==> src/rtl/ready_wait_pkg.sv <==
// rtl/ready_wait_pkg.sv - shared types and constants for the ready/wait-state controller
package ready_wait_pkg;

    typedef enum logic [1:0] {
        IDLE  = 2'd0,
        COUNT = 2'd1,
        HOLD  = 2'd2
    } wait_state_t;

    localparam int READY_SRC_VIDEO = 0;
    localparam int READY_SRC_SOUND = 1;
    localparam int READY_SRC_EXT   = 2;

    function automatic int wait_max(input int a, input int b);
        return (a > b) ? a : b;
    endfunction

endpackage

==> src/rtl/ready_wait_counter.sv <==
// rtl/ready_wait_counter.sv - loadable down-counter with zero flag, saturating at zero
module ready_wait_counter #(
    parameter int WIDTH = 4
) (
    input  logic             clock,
    input  logic             reset_n,
    input  logic             load,
    input  logic [WIDTH-1:0] load_value,
    input  logic             dec,
    output logic [WIDTH-1:0] count,
    output logic             zero
);

    always_ff @(posedge clock or negedge reset_n) begin
        if (!reset_n) begin
            count <= '0;
        end else if (load) begin
            count <= load_value;
        end else if (dec && (count != '0)) begin
            count <= count - 1'b1;
        end
    end

    assign zero = (count == '0);

endmodule

==> src/rtl/ready_wait_ctrl.sv <==
// rtl/ready_wait_ctrl.sv - CPU RDY generator with maskable sources and I/O / INTA wait states
// Optional watchdog on stuck RDY enabled by defining READY_TIMEOUT_EN.
module ready_wait_ctrl
    import ready_wait_pkg::*;
#(
    parameter int NUM_READY_SRC    = 3,
    parameter int IO_WAIT_CYCLES   = 1,
    parameter int INTA_WAIT_CYCLES = 2,
    parameter int WAIT_CNT_WIDTH   = 4,
    parameter int TIMEOUT_CYCLES   = 255
) (
    input  logic                     clock,
    input  logic                     reset_n,
    input  logic                     cpu_clock_posedge,
    input  logic                     cpu_clock_negedge,
    input  logic                     INTA_N,
    input  logic                     IO_OR_M,
    input  logic                     IO_E,
    input  logic [NUM_READY_SRC-1:0] READY_IN,
    input  logic [NUM_READY_SRC-1:0] READY_MASK,
    output logic                     RDY,
    output logic                     wait_active,
    output logic                     timeout
);

    localparam int MAX_WAIT = wait_max(IO_WAIT_CYCLES, INTA_WAIT_CYCLES);
    localparam logic [WAIT_CNT_WIDTH-1:0] IO_LOAD   = WAIT_CNT_WIDTH'(IO_WAIT_CYCLES);
    localparam logic [WAIT_CNT_WIDTH-1:0] INTA_LOAD = WAIT_CNT_WIDTH'(INTA_WAIT_CYCLES);
    localparam logic [WAIT_CNT_WIDTH-1:0] MAX_LOAD  = WAIT_CNT_WIDTH'(MAX_WAIT);

    wait_state_t               state;
    logic                      io_e_q;
    logic                      inta_n_q;
    logic                      src_ready;
    logic                      io_trig;
    logic                      inta_trig;
    logic                      rdy_next;
    logic [WAIT_CNT_WIDTH-1:0] load_value;
    logic [WAIT_CNT_WIDTH-1:0] wait_count;
    logic                      wait_zero;
    logic                      cnt_load;
    logic                      cnt_dec;

    assign src_ready = &(READY_IN | ~READY_MASK);
    assign io_trig   = IO_OR_M & IO_E & ~io_e_q;
    assign inta_trig = IO_OR_M & ~INTA_N & inta_n_q;
    assign rdy_next  = (state != COUNT) & src_ready;

    always_comb begin
        load_value = '0;
        if (io_trig && inta_trig) begin
            load_value = MAX_LOAD;
        end else if (inta_trig) begin
            load_value = INTA_LOAD;
        end else if (io_trig) begin
            load_value = IO_LOAD;
        end
    end

    // Triggers only load in IDLE, so a bus cycle gets exactly one wait burst.
    assign cnt_load = (state == IDLE) & (io_trig | inta_trig);
    assign cnt_dec  = (state == COUNT) & cpu_clock_posedge;

    ready_wait_counter #(
        .WIDTH(WAIT_CNT_WIDTH)
    ) u_wait_cnt (
        .clock      (clock),
        .reset_n    (reset_n),
        .load       (cnt_load),
        .load_value (load_value),
        .dec        (cnt_dec),
        .count      (wait_count),
        .zero       (wait_zero)
    );

    always_ff @(posedge clock or negedge reset_n) begin
        if (!reset_n) begin
            state       <= IDLE;
            wait_active <= 1'b0;
            io_e_q      <= 1'b0;
            inta_n_q    <= 1'b1;
        end else begin
            io_e_q   <= IO_E;
            inta_n_q <= INTA_N;
            case (state)
                IDLE: begin
                    if (cnt_load) begin
                        if (load_value != '0) begin
                            state       <= COUNT;
                            wait_active <= 1'b1;
                        end else begin
                            state <= HOLD;
                        end
                    end
                end
                COUNT: begin
                    if (wait_zero || (cpu_clock_posedge && (wait_count == WAIT_CNT_WIDTH'(1)))) begin
                        state       <= HOLD;
                        wait_active <= 1'b0;
                    end
                end
                HOLD: begin
                    if (!IO_E && INTA_N) begin
                        state <= IDLE;
                    end
                end
                default: begin
                    state       <= IDLE;
                    wait_active <= 1'b0;
                end
            endcase
        end
    end

`ifdef READY_TIMEOUT_EN
    localparam int WD_WIDTH = $clog2(TIMEOUT_CYCLES + 1);

    logic [WD_WIDTH-1:0] wd_count_unused;
    logic                wd_zero;
    logic                force_rdy;

    // Watchdog reloads whenever RDY is high and counts CPU clocks while it is low.
    ready_wait_counter #(
        .WIDTH(WD_WIDTH)
    ) u_watchdog (
        .clock      (clock),
        .reset_n    (reset_n),
        .load       (RDY),
        .load_value (WD_WIDTH'(TIMEOUT_CYCLES)),
        .dec        (~RDY & cpu_clock_posedge),
        .count      (wd_count_unused),
        .zero       (wd_zero)
    );

    always_ff @(posedge clock or negedge reset_n) begin
        if (!reset_n) begin
            RDY       <= 1'b1;
            force_rdy <= 1'b0;
            timeout   <= 1'b0;
        end else begin
            if (!RDY && wd_zero) begin
                RDY       <= 1'b1;
                force_rdy <= 1'b1;
                timeout   <= 1'b1;
            end else if (cpu_clock_negedge) begin
                RDY <= force_rdy | rdy_next;
            end
            if (force_rdy && rdy_next) begin
                force_rdy <= 1'b0;
            end
        end
    end
`else
    logic unused_timeout_cfg;
    assign unused_timeout_cfg = (TIMEOUT_CYCLES != 0);

    always_ff @(posedge clock or negedge reset_n) begin
        if (!reset_n) begin
            RDY <= 1'b1;
        end else if (cpu_clock_negedge) begin
            RDY <= rdy_next;
        end
    end

    assign timeout = 1'b0;
`endif

endmodule

==> config.mk <==
export PLATFORM = sky130hd
export DESIGN_NAME = ready_wait_ctrl
export DESIGN_NICKNAME = d
export VERILOG_FILES = /design/src/rtl/ready_wait_pkg.sv /design/src/rtl/ready_wait_counter.sv /design/src/rtl/ready_wait_ctrl.sv
export SDC_FILE = /design/constraint.sdc
export NUM_CORES = 1
export LEC_CHECK = 0
export CAP_MARGIN = 20
export CORE_MARGIN = 10
export CORE_UTILIZATION = 45
export DETAILED_ROUTE_END_ITERATION = 6
export PLACE_DENSITY = 0.73
export SLEW_MARGIN = 0
export SYNTH_ARGS = -nofsm -noshare
export SYNTH_HDL_FRONTEND = slang
export SYNTH_HIERARCHICAL = 1
export SYNTH_SLANG_ARGS = --single-unit
==> constraint.sdc <==
create_clock -name clock -period 2.5 [get_ports clock]
set_input_delay 0.25 -clock clock [delete_from_list [all_inputs] [get_ports clock]]
set_output_delay 0.25 -clock clock [all_outputs]
set_load 0.01 [all_outputs]
# == Word level (Yosys, flattened, before mapping) ==
# Index checks and enable logic that the tools add are counted.
# totals
output_inout_bits,3
register_bits,10
# classes
reduce_logical,14
mux,14
eq_ne,8
bitwise,13
addsub,1
# op_table
op,n
4-bit two-way mux,3
2-bit two-way mux,5
4-bit nonzero test,2
1-bit bitwise AND,7
2-bit by 1-bit inequality test with 1-bit output (second input constant),3
2-bit case mux with 3 select lines,1
3-bit AND reduction,2
4-bit by 1-bit == test with 1-bit output (second input constant),1
1-bit logical AND,4
4-bit zero test,1
1-bit two-way mux,4
2-bit inequality test (second input constant),2
4-bit AND reduction,1
4-bit by 1-bit subtractor with 4-bit output (second input constant),1
1-bit NOT,3
3-bit NOT,1
3-bit OR,1
1-bit case mux with 3 select lines,1
2-bit by 1-bit == test with 1-bit output (second input constant),1
2-bit == test (second input constant),1
2-bit zero test,1
2-bit nonzero test,1
1-bit zero test,1
1-bit logical OR,1
1-bit OR,1

# == Depth between registers and ports, before layout ==
# depth
word_depth,9
depth_mapped,5

# == Cells and area by module ==
# The synthesis kept the hierarchy.
# modules_own_cells
mod,area_per_inst_um2,n_inst,cells_each
ready_wait_ctrl,345.3,1,31
ready_wait_counter,270.3,1,27

# == Worst setup path before layout ==
# Ideal clock, no wire load.
# synth_path
kind,register to register
from,register inta_n_q
to,register u_wait_cnt.count[3]
arrival_ns,1.464
required_ns,2.374
period_less_slack_ns,1.590
stages_incl_launch_ff,6
setup_slack_ns,0.910
setup_ns,0.126
path_cell_list,dfstp_2 > nand2b_1 > a2111oi_4 > buf_6 > nor3_1 > a221o_1
# synth_between
elab_chain_len,4
# synth_lines
element,line_no,text
"start, declared",ready_wait_ctrl.sv:33,logic inta_n_q;
"start signal, assigned",ready_wait_ctrl.sv:81,inta_n_q <= 1'b1;
"start signal, assigned",ready_wait_ctrl.sv:84,inta_n_q <= INTA_N;
1-bit bitwise AND (*),ready_wait_ctrl.sv:46,assign inta_trig = IO_OR_M & ~INTA_N & inta_n_q;
1-bit OR (*),ready_wait_ctrl.sv:61,assign cnt_load = (state == IDLE) & (io_trig | inta_trig);
1-bit bitwise AND (*),ready_wait_ctrl.sv:61,
via cnt_load,ready_wait_ctrl.sv:41,logic cnt_load;
4-bit two-way mux / 2-bit nonzero test (equally long branches),n/a,
"end signal, assigned",ready_wait_counter.sv:18,count <= load_value;
"end signal, assigned",ready_wait_counter.sv:20,count <= count - 1'b1;
"end, declared",ready_wait_counter.sv:10,"output logic [WIDTH-1:0] count,"
# The timed path passes the listed nets; every way through them passes the cells marked *.
# A chain may end at the register's enable or synchronous reset.

# == Worst setup path in the final report ==
# layout_path
from,input port INTA_N
to,register u_wait_cnt.count[3]
# layout_between
elab_chain_len,6
# layout_lines
element,line_no,text
"start, declared",ready_wait_ctrl.sv:16,"input logic INTA_N,"
1-bit NOT (*),ready_wait_ctrl.sv:46,
1-bit bitwise AND (*) (2 in a row),ready_wait_ctrl.sv:46,
1-bit OR (*),ready_wait_ctrl.sv:61,
1-bit bitwise AND (*),ready_wait_ctrl.sv:61,
via cnt_load,ready_wait_ctrl.sv:41,
4-bit two-way mux / 2-bit nonzero test (equally long branches),n/a,
# Marks and branches as above.

==> insert_results.sql <==
INSERT INTO impl_metrics (metric_group, metric, value, unit) VALUES
('grt', 'grt-ovfl-total', '0', ''),
('clocking', 'cts-root-to-sink-buffers', '2', ''),
('timing', 'fmax', '561.1', 'MHz'),
('floorplan', 'core-area', '1301', 'um2'),
('synth', 'yosys.area.top_type', 'sky130_fd_sc_hd__dfrtp_1', ''),
('clocking', 'cts_repair_resize_count', '0', ''),
('power_and_ir_drop', 'leakage_power_total', '0.0003321', 'uW'),
('clocking', 'clk_latency', '270', 'ps'),
('clocking', 'cts_hold_repair.buffers', '0', ''),
('grt', 'grt_max_degree', '12', ''),
('place', 'dpl_worst_slack', '439.2', 'ps'),
('grt', 'gr-usage-all-layers', '8.701', '%'),
('route', 'post_drt_via_cell_ratio', '5.120', ''),
('clocking', 'cts_htree_levels', '1', ''),
('floorplan', 'die-height', '56.99', 'um'),
('clocking', 'cts-buffers-inserted', '3', ''),
('synth', 'yosys-top-cells-area', 'sky130_fd_sc_hd__dfrtp_1 (33%), sky130_fd_sc_hd__dfstp_2 (8.5%), sky130_fd_sc_hd__nor2b_1 (5.1%), sky130_fd_sc_hd__nor4b_2 (4.9%), sky130_fd_sc_hd__a2111oi_4 (4.5%)', ''),
('timing', 'finalWorstPathRequiredPeriod', '1782', 'ps'),
('floorplan', 'i_o_pin_count', '16', ''),
('grt', 'first_global_vias', '538', ''),
('critical_path', 'worstPathMaxFanout', '11', ''),
('timing', 'max_slew_headroom_at_the_worst_pin', '60.89', '%'),
('layout', 'final_layout_size_suffix_gt1_share', '19.48', '%'),
('timing', 'maxSlewViolCount', '0', ''),
('layout', 'fillerInstances', '122', ''),
('grt', 'initial_antenna_violation_count', '0', ''),
('clocking', 'clk_pin_slew_worst_paths', '60', 'ps'),
('critical_path', 'critical_path_class', 'input pin to flop', ''),
('timing', 'worst_hold_slack', '298.7', 'ps'),
('timing', 'finalHoldViolCount', '0', ''),
('layout', 'final_cell_count_no_fill', '92', ''),
('layout', 'antenna_cells', '0', ''),
('place', 'placed_instances', '88', ''),
('run', 'timing.max_cap.violations', '0', ''),
('clocking', 'tritoncts', 'done', ''),
('critical_path', 'timing.critical_path.from_type', 'input pin', ''),
('synth', 'yosys_warnings', '6', ''),
('layout', 'syn2layout_area_growth', '31.10', '%'),
('place', 'gp_routability_congestion', '0.7944', ''),
('critical_path', 'timing.rr.end', 'u_wait_cnt/count[3]', ''),
('synth', 'ys_ff_latch', '10', ''),
('route', 'avgRoutedWirePerCell', '13.82', 'um'),
('power_and_ir_drop', 'power_density', '904.7', 'nW/um2'),
('route', 'drcViolationCount', '0', ''),
('floorplan', 'die_area', '3247', 'um2'),
('route', 'route.vias.total', '471', ''),
('timing', 'rsz0062_at_grt', 'no', ''),
('timing', 'max_slew.worst_pin.slew', '586.6', 'ps'),
('floorplan', 'standard_cell_rows', '13', ''),
('route', 'total_wire_length_after_detailed_routing', '1.271', 'mm'),
('critical_path', 'cp_data_arrival_time', '1940', 'ps'),
('critical_path', 'reg2reg_setup_slack', '730', 'ps'),
('floorplan', 'floorplan.initialDensity', '47.31', '%'),
('place', 'count_of_port_buffers_added_during_placement', '14', ''),
('timing', 'finalCritPeriodShare', '71.29', '%'),
('clocking', 'clock_tree.root_cell', 'sky130_fd_sc_hd__clkbuf_4', ''),
('timing', 'setup_viol_count_final', '0', ''),
('route', 'final_antenna_net_count', '0', ''),
('route', 'dr.pass1.iters', '2', ''),
('grt', 'grt_pass1_wl', '2.249', 'mm'),
('layout', 'nets', '92', ''),
('critical_path', 'critical_path.reg2reg.startpoint', 'inta_n_q', ''),
('critical_path', 'crit_path_end_kind', 'flop', ''),
('outcome', 'run_status', 'complete, no violations', ''),
('synth', 'synthDistinctLibCells', '32', ''),
('clocking', 'post-cts-setup-buffer-count', '0', ''),
('synth', 'synthCells', '58', ''),
('synth', 'syn-mean-instance-area', '10.61', 'um2'),
('clocking', 'clock-sinks', '10', ''),
('hold_path', 'min_path_type', 'input pin to asynchronous set/reset pin', ''),
('synth', 'synth.top_cell.area_share', '32.52', '%'),
('timing', 'fin_setup_tns', '0', 'ps'),
('place', 'detailedPlacementHpwl', '1.046', 'mm'),
('critical_path', 'r2r_cells', '4', ''),
('timing', 'finalClockSkew', '0.7906', 'ps'),
('floorplan', 'die-width', '56.99', 'um'),
('power_and_ir_drop', 'irDropWorstVdd', '0.5011', 'mV'),
('synth', 'syn_area', '615.6', 'um2'),
('route', 'drtIter0Drc', '2', ''),
('synth', 'synth.yosys.seq_area_share', '41.06', '%'),
('critical_path', 'crit_required', '2650', 'ps'),
('layout', 'fin_util', '62.02', '%'),
('timing', 'post-route-worst-setup-slack', '717.7', 'ps');
-- worst max path at each step --
stage                        start             endpoint  slack (ps)  depth (start not counted)
after floorplan           inta_n_q  u_wait_cnt/count[3]         910                          5
after global placement        IO_E  u_wait_cnt/count[3]         480                          5
after detailed placement    INTA_N  u_wait_cnt/count[3]         440                          5
after CTS                   INTA_N  u_wait_cnt/count[3]         720                          5
after global routing      inta_n_q  u_wait_cnt/count[3]         620                          4
final                       INTA_N  u_wait_cnt/count[3]         720                          5
-- report_power, final --
part	internal, uW	total, uW	leakage (uW)	switching [uW]
Sequential	221	292	0.000119	70.9
Clock	88.5	145	0.0000210	56.5
Combinational	163	293	0.000193	129
Total	473	730	0.000332	257
-- flip-flops by register name (all words and copies together), names as in the netlist --
| register | flops |
|---|---|
| wait_active | 1 |
| state | 2 |
| inta_n_q | 1 |
| RDY | 1 |
| io_e_q | 1 |
| u_wait_cnt/count | 4 |
-- placed cells by master, fill, tap and decap left out, types with 3 or more instances in the layout --
cell type and count:
sky130_fd_sc_hd__clkbuf_4 3, sky130_fd_sc_hd__clkdlybuf4s50_1 14, sky130_fd_sc_hd__conb_1 3, sky130_fd_sc_hd__dfrtp_1 8, sky130_fd_sc_hd__inv_1 6, sky130_fd_sc_hd__nand2_1 4, sky130_fd_sc_hd__nor2b_1 5, sky130_fd_sc_hd__o21ai_0 3
-- metrics by stage --
stage / instance area [um2] / total power (uW)
2_1_floorplan: 623.1 / 497.1
3_3_place_gp: 770.7 / 584.1
3_5_place_dp: 770.7 / 592.3
4_1_cts: 807.0 / 740.0
5_1_grt: 807.0 / 800.3
6_report: 807.0 / 730.1
-- cell type report --
cell class | count | area, um2 | area share, %
Multi-Input combinational cell | 42 | 329.1 | 40.78
Sequential cell | 10 | 252.7 | 31.32
Clock buffer | 4 | 36.28 | 4.496
Timing Repair Buffer | 15 | 147.6 | 18.29
Inverter | 6 | 22.52 | 2.791
Tap cell | 15 | 18.77 | 2.326
-- cell usage after synthesis --
cell type,number
sky130_fd_sc_hd__a2111oi_4,1
sky130_fd_sc_hd__a211o_1,1
sky130_fd_sc_hd__a21o_2,1
sky130_fd_sc_hd__a21oi_1,2
sky130_fd_sc_hd__a221o_1,1
sky130_fd_sc_hd__a311o_1,1
sky130_fd_sc_hd__and2_1,1
sky130_fd_sc_hd__and4b_1,1
sky130_fd_sc_hd__buf_4,1
sky130_fd_sc_hd__buf_6,1
sky130_fd_sc_hd__conb_1,1
sky130_fd_sc_hd__dfrtp_1,8
sky130_fd_sc_hd__dfstp_2,2
sky130_fd_sc_hd__ha_1,1
sky130_fd_sc_hd__inv_1,6
sky130_fd_sc_hd__mux2_2,1
sky130_fd_sc_hd__nand2_1,4
sky130_fd_sc_hd__nand2b_1,1
sky130_fd_sc_hd__nand2b_4,1
sky130_fd_sc_hd__nor2_1,1
sky130_fd_sc_hd__nor2b_1,5
sky130_fd_sc_hd__nor3_1,2
sky130_fd_sc_hd__nor3b_1,2
sky130_fd_sc_hd__nor3b_2,1
sky130_fd_sc_hd__nor4_1,1
sky130_fd_sc_hd__nor4b_2,2
sky130_fd_sc_hd__o211ai_2,1
sky130_fd_sc_hd__o21a_1,1
sky130_fd_sc_hd__o21ai_0,3
sky130_fd_sc_hd__o31a_1,1
sky130_fd_sc_hd__or2b_1,1
sky130_fd_sc_hd__or4_1,1
-- critical path, cell delays in order --
cell and delay (ps):
sky130_fd_sc_hd__clkdlybuf4s50_1 440, sky130_fd_sc_hd__nand2b_1 220, sky130_fd_sc_hd__a2111oi_4 590, sky130_fd_sc_hd__nor3_1 110
sky130_fd_sc_hd__a221o_1 330
-- layer usage --
metal	GRT usage, %	share of wire (%)	vias up	routed length, um
met4	5.034	0.94	0	12
li1	-	-	243	-
met1	8.685	43	218	545
met2	14.57	52	8	662
met5	0	0	-	0
met3	3.982	3.9	2	50
-- kinds of logic (layout without fill, tap and decap cells) --
kind of cell	Yosys count	in the layout	synth area share, %
flip-flops	10	10	41.06
multiplexers	1	1	1.829
other	1	3	0.6092
AND/OR/NAND/NOR	24	24	28.46
AO/OA/AOI/OAI	13	13	19.31
buffers and inverters	8	25	6.707
adder cells (fa/ha/maj)	1	1	2.032
(Power assumes the default switching activity.)
==> patch 1, RTL diff (config.mk and constraints unchanged) <==
The option `READY_TIMEOUT_EN` is turned on by a define.
--- a/src/rtl/ready_wait_ctrl.sv
+++ b/src/rtl/ready_wait_ctrl.sv
@@ -1,5 +1,7 @@
 // rtl/ready_wait_ctrl.sv - CPU RDY generator with maskable sources and I/O / INTA wait states
 // Optional watchdog on stuck RDY enabled by defining READY_TIMEOUT_EN.
+`define READY_TIMEOUT_EN
+
 module ready_wait_ctrl
     import ready_wait_pkg::*;
 #(
Function: same outputs for any inputs over 10 cycles, from zero or initial values and one cycle with reset_n low; that may be too few to reach the edited logic, so the function may still have changed.
==> patch 1 against the unedited design <==
  * Area after synthesis grew 97%
  * Synthesized cell count grew 120%
  * Cell area grew 81%
  * Sequential cell count grew 10
  * Largest cell class unchanged
  * Highest routed layer unchanged
  * Worst setup slack lost 0.19 ns
  * Largest power group is now sequential cells
  * Global-route usage grew 2.8 points
  * Power grew 73%
  * Routed wire length grew 120%
==> patch 1: results (changes against the unedited design) <==
The flow ran to the end, and the final reports show no timing, DRC or antenna violations. The tools report the setup slack after placement as 0.379 ns (was 0.439 ns). The final routed wire length divided by cell count works out to 15.2 um (was 13.8 um). The run gives 178 (was 88) as the total instance count after detailed placement. The synthesized area per cell came out at 9.64 sq um (was 10.6 sq um).

The sequential share of power was 0.456 (was 0.400); the leakage power was 0.000612 uW (was 0.000332 uW). The number of DRC markers after the initial detailed-route iteration was 62 (was 2); the wire length after detailed routing was 2770 um (was 1270 um). The cell area reported after detailed placement came out at 1430 sq um (was 771 sq um). The met2 wire length was 1370 um (was 662 um); the clock transition at the register clock pins on the worst setup and hold paths after CTS was 0.12 ns (was 0.06 ns). For the post-route met1 wirelength, the log shows 1180 um (was 545 um). The run gives 21 (was 12) as the pin count of the biggest net entering global routing.

Leading post-synthesis cells by cell area: dfrtp_1 (37%), dfstp_2 (4.3%), ha_1 (3.1%), nand2b_1 (3.1%), nor2b_1 (2.6%) (was dfrtp_1 (33%), dfstp_2 (8.5%), nor2b_1 (5.1%), nor4b_2 (4.9%), a2111oi_4 (4.5%)). The routed length on met3 came out at 180 um (was 50 um). The share of Yosys cell area claimed by the top area cell type came out at 0.371 (was 0.325). Number of library cell types mapped by synthesis: 52 (was 32). The tools report the portion of the post-synthesis area used by sequential elements as 0.414 (was 0.411). The arrival time at the worst endpoint is 2.20 ns (was 1.94 ns). The tools report the first-pass GRT wire length as 4930 um (was 2250 um).

For the max-slew headroom at the worst pin, the log shows 0.576 (was 0.609). The run gives 169 (was 92) as the net total in the final layout. The run gives 495 uW (was 257 uW) as the net switching power of the design. The cell type of the slowest stage on the worst timing path is or4_1 (was a2111oi_4). Number of iterations in the first detailed-routing pass: 4 (was 2).
## patch 1: cell types whose count changed after synthesis, sizes merged, moves of 3 or more
cell / delta
a21oi: +3
dfrtp: +10
nand2b: +4
nand4: +3
nor2: +7
nor3: +4
or4: +3
## patch 1: final cells by class
class,count,area (sq um),area share
Sequential cell,20,503,0.344
Tap cell,30,37.5,0.0256
Inverter,9,33.8,0.0231
Timing Repair Buffer,17,165,0.113
Clock buffer,4,36.3,0.0248
Multi-Input combinational cell,102,688,0.470
## patch 1: stage by stage
step | total power [uW] | util
2_1_floorplan | 915 | -
3_3_place_gp | 1040 | 0.566
3_5_place_dp | 1080 | 0.566
4_1_cts | 1270 | 0.580
5_1_grt | 1370 | 0.580
6_report | 1270 | 0.580
## patch 1: worst register-to-register path: cells and delay by family (launching register included)
family,cells,cell delay (ns)
and+or+nand+nor,2,1.24
DFF,1,0.48
AOI/OAI and AO/OA,1,0.18
## patch 1: final timing paths
check | cells after the start | slack, ns | startpoint | endpoint
min in group clock | 1 | 0.39 | INTA_N | inta_n_q$_DFF_PN1_
max in group asynchronous | 2 | 1.96 | reset_n | inta_n_q$_DFF_PN1_
hold reg to reg | 1 | 0.49 | timeout$_DFFE_PN0P_ | timeout$_DFFE_PN0P_
hold / removal | 2 | 0.27 | reset_n | u_watchdog/count[2]$_DFFE_PN0P_
setup reg to reg | 3 | 0.53 | u_watchdog/count[2]$_DFFE_PN0P_ | u_watchdog/count[6]$_DFFE_PN0P_
setup / recovery | 3 | 0.53 | u_watchdog/count[2]$_DFFE_PN0P_ | u_watchdog/count[6]$_DFFE_PN0P_
## patch 1: cells by family after synthesis
group	share of synthesized area
compound gates	0.210
fa+ha+maj	0.0309
buf+inv	0.0443
flops	0.414
other cells	0.00618
simple gates	0.295
==> patch 2, RTL diff (config.mk and constraints unchanged) <==
Without the edit above. Re-encode `wait_state_t` (3 states) as one-hot, 3 bits wide.
--- a/src/rtl/ready_wait_pkg.sv
+++ b/src/rtl/ready_wait_pkg.sv
@@ -1,10 +1,10 @@
 // rtl/ready_wait_pkg.sv - shared types and constants for the ready/wait-state controller
 package ready_wait_pkg;
 
-    typedef enum logic [1:0] {
-        IDLE  = 2'd0,
-        COUNT = 2'd1,
-        HOLD  = 2'd2
+    typedef enum logic [2:0] {
+        IDLE  = 3'b001,
+        COUNT = 3'b010,
+        HOLD  = 3'b100
     } wait_state_t;
 
     localparam int READY_SRC_VIDEO = 0;
Formal check against the unedited RTL: no difference found for any inputs over 10 cycles, from zero or initial values and one cycle with reset_n low; not proved beyond that.
==> patch 2 against the unedited design <==
  * Critical path depth stayed put
  * Routed wire length is 15% higher
  * Cell area is 5.0% higher
  * Sequential cell count is 1 higher
  * Area after synthesis is 10% higher
  * Synthesized cell count is 24% higher
  * Worst setup slack worse by 0.11 ns
  * Power is 25% lower
  * Critical endpoint unchanged
==> patch 2: results (changes against the unedited design) <==
The maximum VDD drop was 337 uV (was 501 uV); the estimated wirelength of the detail-placed design was 1210 um (was 1050 um). The tools report the number of iterations in the first detailed-routing pass as 4 (was 2). The number of DRC markers after the initial detailed-route iteration is 8 (was 2), and the number of library cell types mapped by synthesis is 38 (was 32). For the portion of the post-synthesis area used by sequential elements, the log shows 0.412 (was 0.411).

The cell type of the slowest stage on the worst timing path is dfstp_2 (was a2111oi_4). The leakage power was 0.000361 uW (was 0.000332 uW); the first-pass GRT wire length was 2660 um (was 2250 um). The tools report the vias after detailed routing as 572 (was 471).

The type of the worst setup path is register to register (was primary input to register). Launch point of the worst path: inta_n_q$_DFF_PN1_ (was INTA_N). The highest cell delay on the worst timing path was 0.51 ns (was 0.59 ns); the worst hold slack was 0.305 ns (was 0.299 ns). The chip width came out at 58.8 um (was 57.0 um).

The final routed wire length divided by cell count works out to 14.0 um (was 13.8 um). The weighted congestion at the end of routability-driven global placement was 0.903 (was 0.794); the reg-to-reg setup timing slack was 0.61 ns (was 0.73 ns). Largest registers in the final layout: u_wait_cnt/count x4, state x3 (was u_wait_cnt/count x4, state x2). The number of instances in the synthesized netlist is 72 (was 58). For the total instance count after detailed placement, the log shows 100 (was 88).

The arrival time at the worst endpoint was 2.04 ns (was 1.94 ns); the top fanout value on the critical path was 10 (was 11). The flow ran to the end, and the final reports show no timing, DRC or antenna violations. For the final setup skew, the log shows 0.00260 ns (was 0.000791 ns). The tools report the number of global-route vias before repair as 608 (was 538).

Average via count per standard cell: 5.50 (was 5.12). The max-slew headroom at the worst pin came out at 0.630 (was 0.609).
-- patch 2: report_power, final --
part	internal, uW	total (uW)	switching [uW]
combinational	94.3	173	78.9
clock	61.7	118	56.7
sequential	215	253	37.9
-- patch 2: critical path: cells and delay by family, from the launching register on --
kind / cells / cell delay [ns]
compound gates: 2 / 0.52
flops: 1 / 0.51
simple gates: 3 / 0.75
-- patch 2: layer usage --
layer / up-vias / share of wire / track usage
met1: 265 / 0.44 / 0.110
met5: - / 0 / 0
met4: 0 / 0.011 / 0.0393
met2: 20 / 0.47 / 0.153
li1: 285 / - / -
met3: 2 / 0.079 / 0.0386
-- patch 2: metrics by stage --
step | util | area (sq um) | total power (uW)
floorplan | - | 684 | 365
global placement | 0.601 | 821 | 425
detailed placement | 0.601 | 821 | 431
CTS | 0.620 | 847 | 549
global route | 0.620 | 847 | 585
finish | 0.620 | 847 | 544
-- patch 2: cell type report --
class,instances,area share
clock buffers,4,0.0310
inverters,10,0.0443
multi-input cells,50,0.408
flip-flops and latches,11,0.329
well taps,15,0.0222
repair buffers,14,0.165
-- patch 2: cell families (layout without fill, tap and decap cells) --
group,Yosys count,in the layout,share of synthesized area
simple gates,27,27,0.264
compound gates,19,19,0.211
buf+inv,13,28,0.0887
flops,11,11,0.412
fa+ha+maj,1,1,0.0185
other cells,1,3,0.00554
